`src/rtl/piso_serializer.sv`:
```
// Parallel-in/serial-out shifter: DATA_W-bit words in on valid/ready, one bit per transfer out,
// with first/last flags. Latency 1 cycle from word acceptance to first bit; a 1-entry holding register gives gap-free frames.
module piso_serializer #(
  parameter int DATA_W    = 8,
  parameter bit MSB_FIRST = 1'b1
) (
  input  logic              CLK,
  input  logic              RST,
  input  logic [DATA_W-1:0] in_data,
  input  logic              in_valid,
  output logic              in_ready,
  output logic              ser_bit,
  output logic              ser_valid,
  input  logic              ser_ready,
  output logic              ser_first,
  output logic              ser_last,
  output logic              busy
);

  localparam int CW = $clog2(DATA_W);
  localparam logic [CW-1:0] LAST_CNT = CW'(DATA_W - 1);

  typedef enum logic {
    IDLE  = 1'b0,
    SHIFT = 1'b1
  } state_t;

  state_t            state, state_nxt;
  logic [DATA_W-1:0] sr, sr_nxt;
  logic [DATA_W-1:0] hr, hr_nxt;
  logic [CW-1:0]     cnt, cnt_nxt;
  logic              hr_full, hr_full_nxt;

  logic              in_fire;
  logic              bit_fire;
  logic              at_last;
  logic [DATA_W-1:0] sr_shifted;
  logic              sr_head;

  assign in_ready  = !RST && !hr_full;
  assign in_fire   = in_valid && in_ready;
  assign ser_valid = (state == SHIFT);
  assign bit_fire  = ser_valid && ser_ready;
  assign at_last   = (cnt == LAST_CNT);

  // The head of SR is always the next bit on the wire; shifting moves the next bit into it.
  assign sr_head    = MSB_FIRST ? sr[DATA_W-1] : sr[0];
  assign sr_shifted = MSB_FIRST ? {sr[DATA_W-2:0], 1'b0} : {1'b0, sr[DATA_W-1:1]};

  assign ser_bit   = ser_valid && sr_head;
  assign ser_first = ser_valid && (cnt == '0);
  assign ser_last  = ser_valid && at_last;
  assign busy      = ser_valid || hr_full;

  always_ff @(posedge CLK or posedge RST) begin
    if (RST) begin
      state   <= IDLE;
      sr      <= '0;
      hr      <= '0;
      cnt     <= '0;
      hr_full <= 1'b0;
    end else begin
      state   <= state_nxt;
      sr      <= sr_nxt;
      hr      <= hr_nxt;
      cnt     <= cnt_nxt;
      hr_full <= hr_full_nxt;
    end
  end

  always_comb begin
    state_nxt   = state;
    sr_nxt      = sr;
    hr_nxt      = hr;
    cnt_nxt     = cnt;
    hr_full_nxt = hr_full;

    case (state)
      IDLE: begin
        if (in_fire) begin
          sr_nxt    = in_data;
          cnt_nxt   = '0;
          state_nxt = SHIFT;
        end
      end

      SHIFT: begin
        if (bit_fire && at_last) begin
          cnt_nxt = '0;
          if (hr_full) begin
            sr_nxt      = hr;
            hr_full_nxt = 1'b0;
          end else if (in_fire) begin
            // Word arriving on the frame boundary bypasses HR straight into SR.
            sr_nxt = in_data;
          end else begin
            state_nxt = IDLE;
          end
        end else begin
          if (bit_fire) begin
            sr_nxt  = sr_shifted;
            cnt_nxt = cnt + CW'(1);
          end
          if (in_fire) begin
            hr_nxt      = in_data;
            hr_full_nxt = 1'b1;
          end
        end
      end

      default: state_nxt = IDLE;
    endcase
  end

endmodule

```
`config.mk`:
```
export PLATFORM = sky130hd
export DESIGN_NAME = piso_serializer
export DESIGN_NICKNAME = d
export VERILOG_FILES = /design/src/rtl/piso_serializer.sv
export SDC_FILE = /design/constraint.sdc
export NUM_CORES = 1
export LEC_CHECK = 0
export BUFFER_PORTS_ARGS = -buffer_cell sky130_fd_sc_hd__buf_2
export CAP_MARGIN = 20
export CORE_UTILIZATION = 59
export DETAILED_ROUTE_END_ITERATION = 12
export HOLD_SLACK_MARGIN = 0.02
export PLACE_DENSITY = 0.83
export SYNTH_ARGS = -nofsm -noshare
export SYNTH_HDL_FRONTEND = slang
export SYNTH_SLANG_ARGS = --single-unit
```
`constraint.sdc`:
```
create_clock -name CLK -period 2.8 [get_ports CLK]
set_input_delay 0.28 -clock CLK [delete_from_list [all_inputs] [get_ports CLK]]
set_output_delay 0.28 -clock CLK [all_outputs]
set_load 0.02 [all_outputs]
```
After elaboration in Yosys (flattened, before gate mapping)
Index checks and enable logic that the tools add are counted.
{"block": "word_totals", "latchBits": 0, "rom_bits": 0, "ram_bits": 0, "word_cells": 41, "output_inout_bits": 6, "input_bits": 12, "regBits": 21, "n_memories": 0}
{"block": "classes", "magnitude_cmp": 0, "n_mul": 0, "n_div": 0, "n_reduce_logical": 15, "n_shift": 0, "bitwise": 2, "addsub": 1, "eq_ne": 3, "n_mux": 15}
{"op": "8-bit 2-to-1 mux", "count": 4}
{"op": "8-bit one-hot mux with 2 select lines", "count": 1}
{"op": "3-bit 2-to-1 mux", "count": 3}
{"op": "1-bit logical AND", "count": 7}
{"op": "3-bit one-hot mux with 2 select lines", "count": 1}
{"op": "1-bit 2-to-1 mux", "count": 5}
{"op": "2-bit AND reduction", "count": 2}
{"op": "3-bit by 1-bit adder with 3-bit output (second input constant)", "count": 1}
{"op": "3-bit == test (second input constant)", "count": 1}
{"op": "3-bit zero test", "count": 1}
{"op": "3-bit by 1-bit inequality test with 1-bit output (second input constant)", "count": 1}
{"op": "3-bit AND reduction", "count": 1}
{"op": "1-bit zero test", "count": 2}
{"op": "2-bit inequality test (second input constant)", "count": 1}
{"op": "1-bit NOT", "count": 2}
{"op": "1-bit one-hot mux with 2 select lines", "count": 1}
{"op": "2-bit nonzero test", "count": 1}
{"op": "1-bit logical OR", "count": 1}

Logic depth before layout (Yosys ltp)
{"block": "depth", "word_depth": 7, "depth_mapped": 6}

Worst setup path before layout
No wires, ideal clock.
{"block": "synth_path", "kind": "register -> register", "from": "register cnt[0]", "to": "register sr[5]", "t_arrival_ns": 1.608, "path_stages_with_launch": 7, "path_slack_ns": 1.066, "path_buffers": 1, "setup_ns": 0.126, "path_cell_list": "dfrtp_1 -> ha_1 -> ha_1 -> buf_4 -> a21bo_4 -> a32o_1 -> a221o_1"}
{"block": "synth_via", "elab_chain_cells": 4, "elab_cells_between_ends": 5, "classes_between": "eq/ne: 2; mux: 2; reduce/logical: 1"}
{"element": "start: declaration", "line_no": "31", "source": "logic [CW-1:0] cnt, cnt_nxt;"}
{"element": "start signal: assignment", "line_no": "66", "source": "cnt <= cnt_nxt;"}
{"element": "3-bit == test *", "line_no": "44", "source": "assign at_last = (cnt == LAST_CNT);"}
{"element": "1-bit logical AND *", "line_no": "88", "source": "if (bit_fire && at_last) begin"}
{"element": "8-bit 2-to-1 mux", "line_no": "88"}
{"element": "8-bit one-hot mux with 2 select lines", "line_no": "78", "source": "case (state)"}
{"element": "end signal: assignment", "line_no": "64", "source": "sr <= sr_nxt;"}
{"element": "end: declaration", "line_no": "29", "source": "logic [DATA_W-1:0] sr, sr_nxt;"}
Mark *: on every way between the ends. The rest lies on a longest branch, timed or not.
A chain may end at the register's enable or synchronous reset.

Worst setup path after layout
{"block": "layout_path", "from": "register cnt[1]", "to": "output ser_last"}
{"block": "layout_via", "elab_chain_cells": 2}
{"element": "3-bit == test", "line_no": "44"}
{"element": "1-bit logical AND", "line_no": "52", "source": "assign ser_last = ser_valid && at_last;"}
{"element": "end: declaration", "line_no": "16", "source": "output logic ser_last,"}
Every way passes these cells.

==> impl_metrics.yaml <==
cts:
  cts_sinks: 21
  path_clk_slew_ns: 0.12
  cts_tree: "done"
  root_buffer: "clkbuf_4"
  h-tree-depth: 1
  cts_buffers: 3
  clk_latency_ns: 0.31
  ctsHoldBuffers: 0
  clockBufferDepth: 2
  post-cts-setup-buffers: 0
  cts.repair.resized: 0
synthesis:
  synth-async-reset-ratio_pct: 100
  syn-cell-area_um2: 1150
  ys.warnings.count: 0
  syn-num-nets: 113
  yosys_register_bits: 21
  ys.flop_type: "dfrtp_1"
  synth_edf_count: 0
  synth.distinct_cells: 34
  synth.avg_cell_area_um2: 11.7
  syn-instance-count: 98
  ys_seq_area_share_pct: 45.8
place:
  gp_congestion: 0.831
  hpwlAfterDp_um: 1520
  port_buffers: 17
floorplanning:
  rows: 15
  die_x_um: 46.1
  core-area_um2: 1780
  fp.dieH_um: 46.1
  start_util_pct: 64.4
  die_area_um2: 2130
  io_pins: 18
sta:
  tightest_slew_ns: 0.762
  rsz0062_at_grt: "false"
  setup_viol: 0
  final-max-slew-violation-count: 0
  hold_viol_final: 0
  setup_tns_ns: 0
  fmax_mhz: 535
  skew_ns: 0.0111
  layout_min_cycle_time_ns: 1.87
  period_share_pct: 66.8
  relSlewSlack_pct: 49.2
detailed_routing:
  dr_total_vias: 869
  vias_per_cell: 6.30
  drt_iter0_markers: 36
  route.detailed.drc: 0
  wirelength_um: 2150
  drt_pre_antenna_iters: 4
  final_antenna_net_count: 0
  post_drt_wl_per_cell_um: 15.6
worst_setup_path:
  cp_max_fo: 12
  cp_slowest_cell: "dfrtp_1"
  arrival_ns: 1.59
  max_stage_delay_ns: 0.42
  crit_path_frequent_cell: "ha_1"
  r2r-end: "sr[1]"
  worstSetupPathType: "reg2out"
  reg2reg_from: "cnt[1]"
  critPathBufInv: 1
  cp-end-kind: "output port"
  rrSetupSlack_ns: 0.95
  crit_chain: "ha_1 -> ha_1 -> and2_1 -> buf_2"
  worstSetupStartpointType: "flop"
  r2r_cells: 5
  worst_ep_required_time_ns: 2.52
  cp_top_family: "adder cells"
grt:
  grt_overflow: 0
  grt_pass1_vias: 732
  grt_use_total_pct: 23.4
  grt_antenna_before_repair: 0
  grtUsageMet2_pct: 31.8
  grt.met1_usage_pct: 34.7
  busiest_layer: "met1"
  grt_pass1_wl_um: 3390
  grt_max_degree: 22
  grt_util_met3_pct: 3.53
run:
  max_cap_viol_count: 0
hold_path:
  hp-class: "in2async"
power:
  leakage_nw: 0.574
  p_per_area_nw_per_um2: 928
  peakVddDrop_mv: 0.613
layout:
  drive_above_1_share_pct: 31.9
  syn_to_final_growth_pct: 8.82
  nFillCells: 134
  utilization_pct: 70.1
  diodes: 0
  fin_nets: 129
status:
  outcome: "finished, final reports clean"
==> synth_stat cells (all sizes together), types with 3 or more instances <==
library cell	number	share of area, %
a221o	7	6.1
buf	5	3.4
a21oi	3	1.6
a32o	5	4.4
dfrtp	21	46
a22o	6	4.6
ha	3	3.3
nand2	3	0.98
inv	7	2.3
and2	4	2.2
mux2	10	9.8
==> flip-flops by register name (all words and copies together), names as in the netlist <==
name and count:
hr 8, ser_valid 1, sr 8, hr_full 1, cnt 3
==> how the worst max path moves through the flow <==
stage / start / to / slack [ns] / cells past startpoint
after floorplan: cnt[0] / sr[5] / 1.07 / 6
after global placement: cnt[1] / sr[1] / 0.98 / 5
after detailed placement: cnt[1] / sr[1] / 0.96 / 5
after CTS: cnt[1] / ser_last / 0.93 / 4
after global routing: cnt[1] / sr[0] / 0.84 / 5
final: cnt[1] / ser_last / 0.93 / 4
==> metrics by stage <==
step           cells  power, mW  area (um2)  setup WS, ns  hold WS, ns
6_report         138       1.16        1250         0.930        0.122
5_1_grt          138       1.24        1250         0.836        0.197
4_1_cts          138       1.16        1250         0.926        0.167
3_5_place_dp     134       1.02        1220         0.963        0.480
3_3_place_gp     134      0.998        1220         0.984        0.482
2_1_floorplan     98      0.912        1150          1.07        0.257
==> cell type report <==
cell class	count	area, um2	share of cell area (%)
multi-input cells	64	554	44.3
flip-flops and latches	21	526	42.0
repair buffers	17	85.1	6.81
well taps	25	31.3	2.50
inverters	7	26.3	2.10
clock buffers	3	22.5	1.80
clock inverters	1	5.00	0.400
==> power by group <==
group | total (mW) | switching (mW) | internal [mW] | leakage (nW)
registers | 0.546 | 0.119 | 0.427 | 0.261
clock network | 0.146 | 0.0925 | 0.0533 | 0.0177
logic | 0.469 | 0.232 | 0.237 | 0.296
==> layer usage <==
| layer | up-vias | wire length (um) |
|---|---|---|
| li1 | 404 | - |
| met1 | 420 | 981 |
| met2 | 39 | 966 |
| met3 | 6 | 134 |
| met4 | 0 | 72 |
| met5 | - | 0 |
==> logic make-up after synthesis <==
family	share of synthesized area, %
mux	11.5
compound gates	21.6
simple gates	11.9
buf+inv	5.99
fa+ha+maj	3.27
flops	45.8
==> cells in the final DEF, fill, tap and decap left out <==
cell	netlist	layout
a21bo_4	1	1
a21oi_1	2	2
a21oi_2	1	1
a221o_1	7	7
a22o_1	6	6
a22oi_1	1	1
a31oi_1	2	2
a32o_1	5	5
and2_1	4	4
and3_1	1	1
and4_1	1	1
buf_2	1	17
clkbuf_4	0	3
clkinv_2	0	1
dfrtp_1	21	21
ha_1	3	3
inv_1	7	7
mux2_2	10	10
mux2i_1	2	2
nand2_1	3	3
nand2b_1	2	2
nand3_1	1	1
nand3_2	1	1
nand3b_1	1	1
nand4_1	1	1
nor2_1	2	2
nor2b_1	1	1
nor3_1	1	1
nor3b_4	1	1
o21ai_0	1	1
o221ai_1	1	1
o22ai_1	1	1
or2_2	1	1
Note: power is estimated with default switching activity, not from simulation.
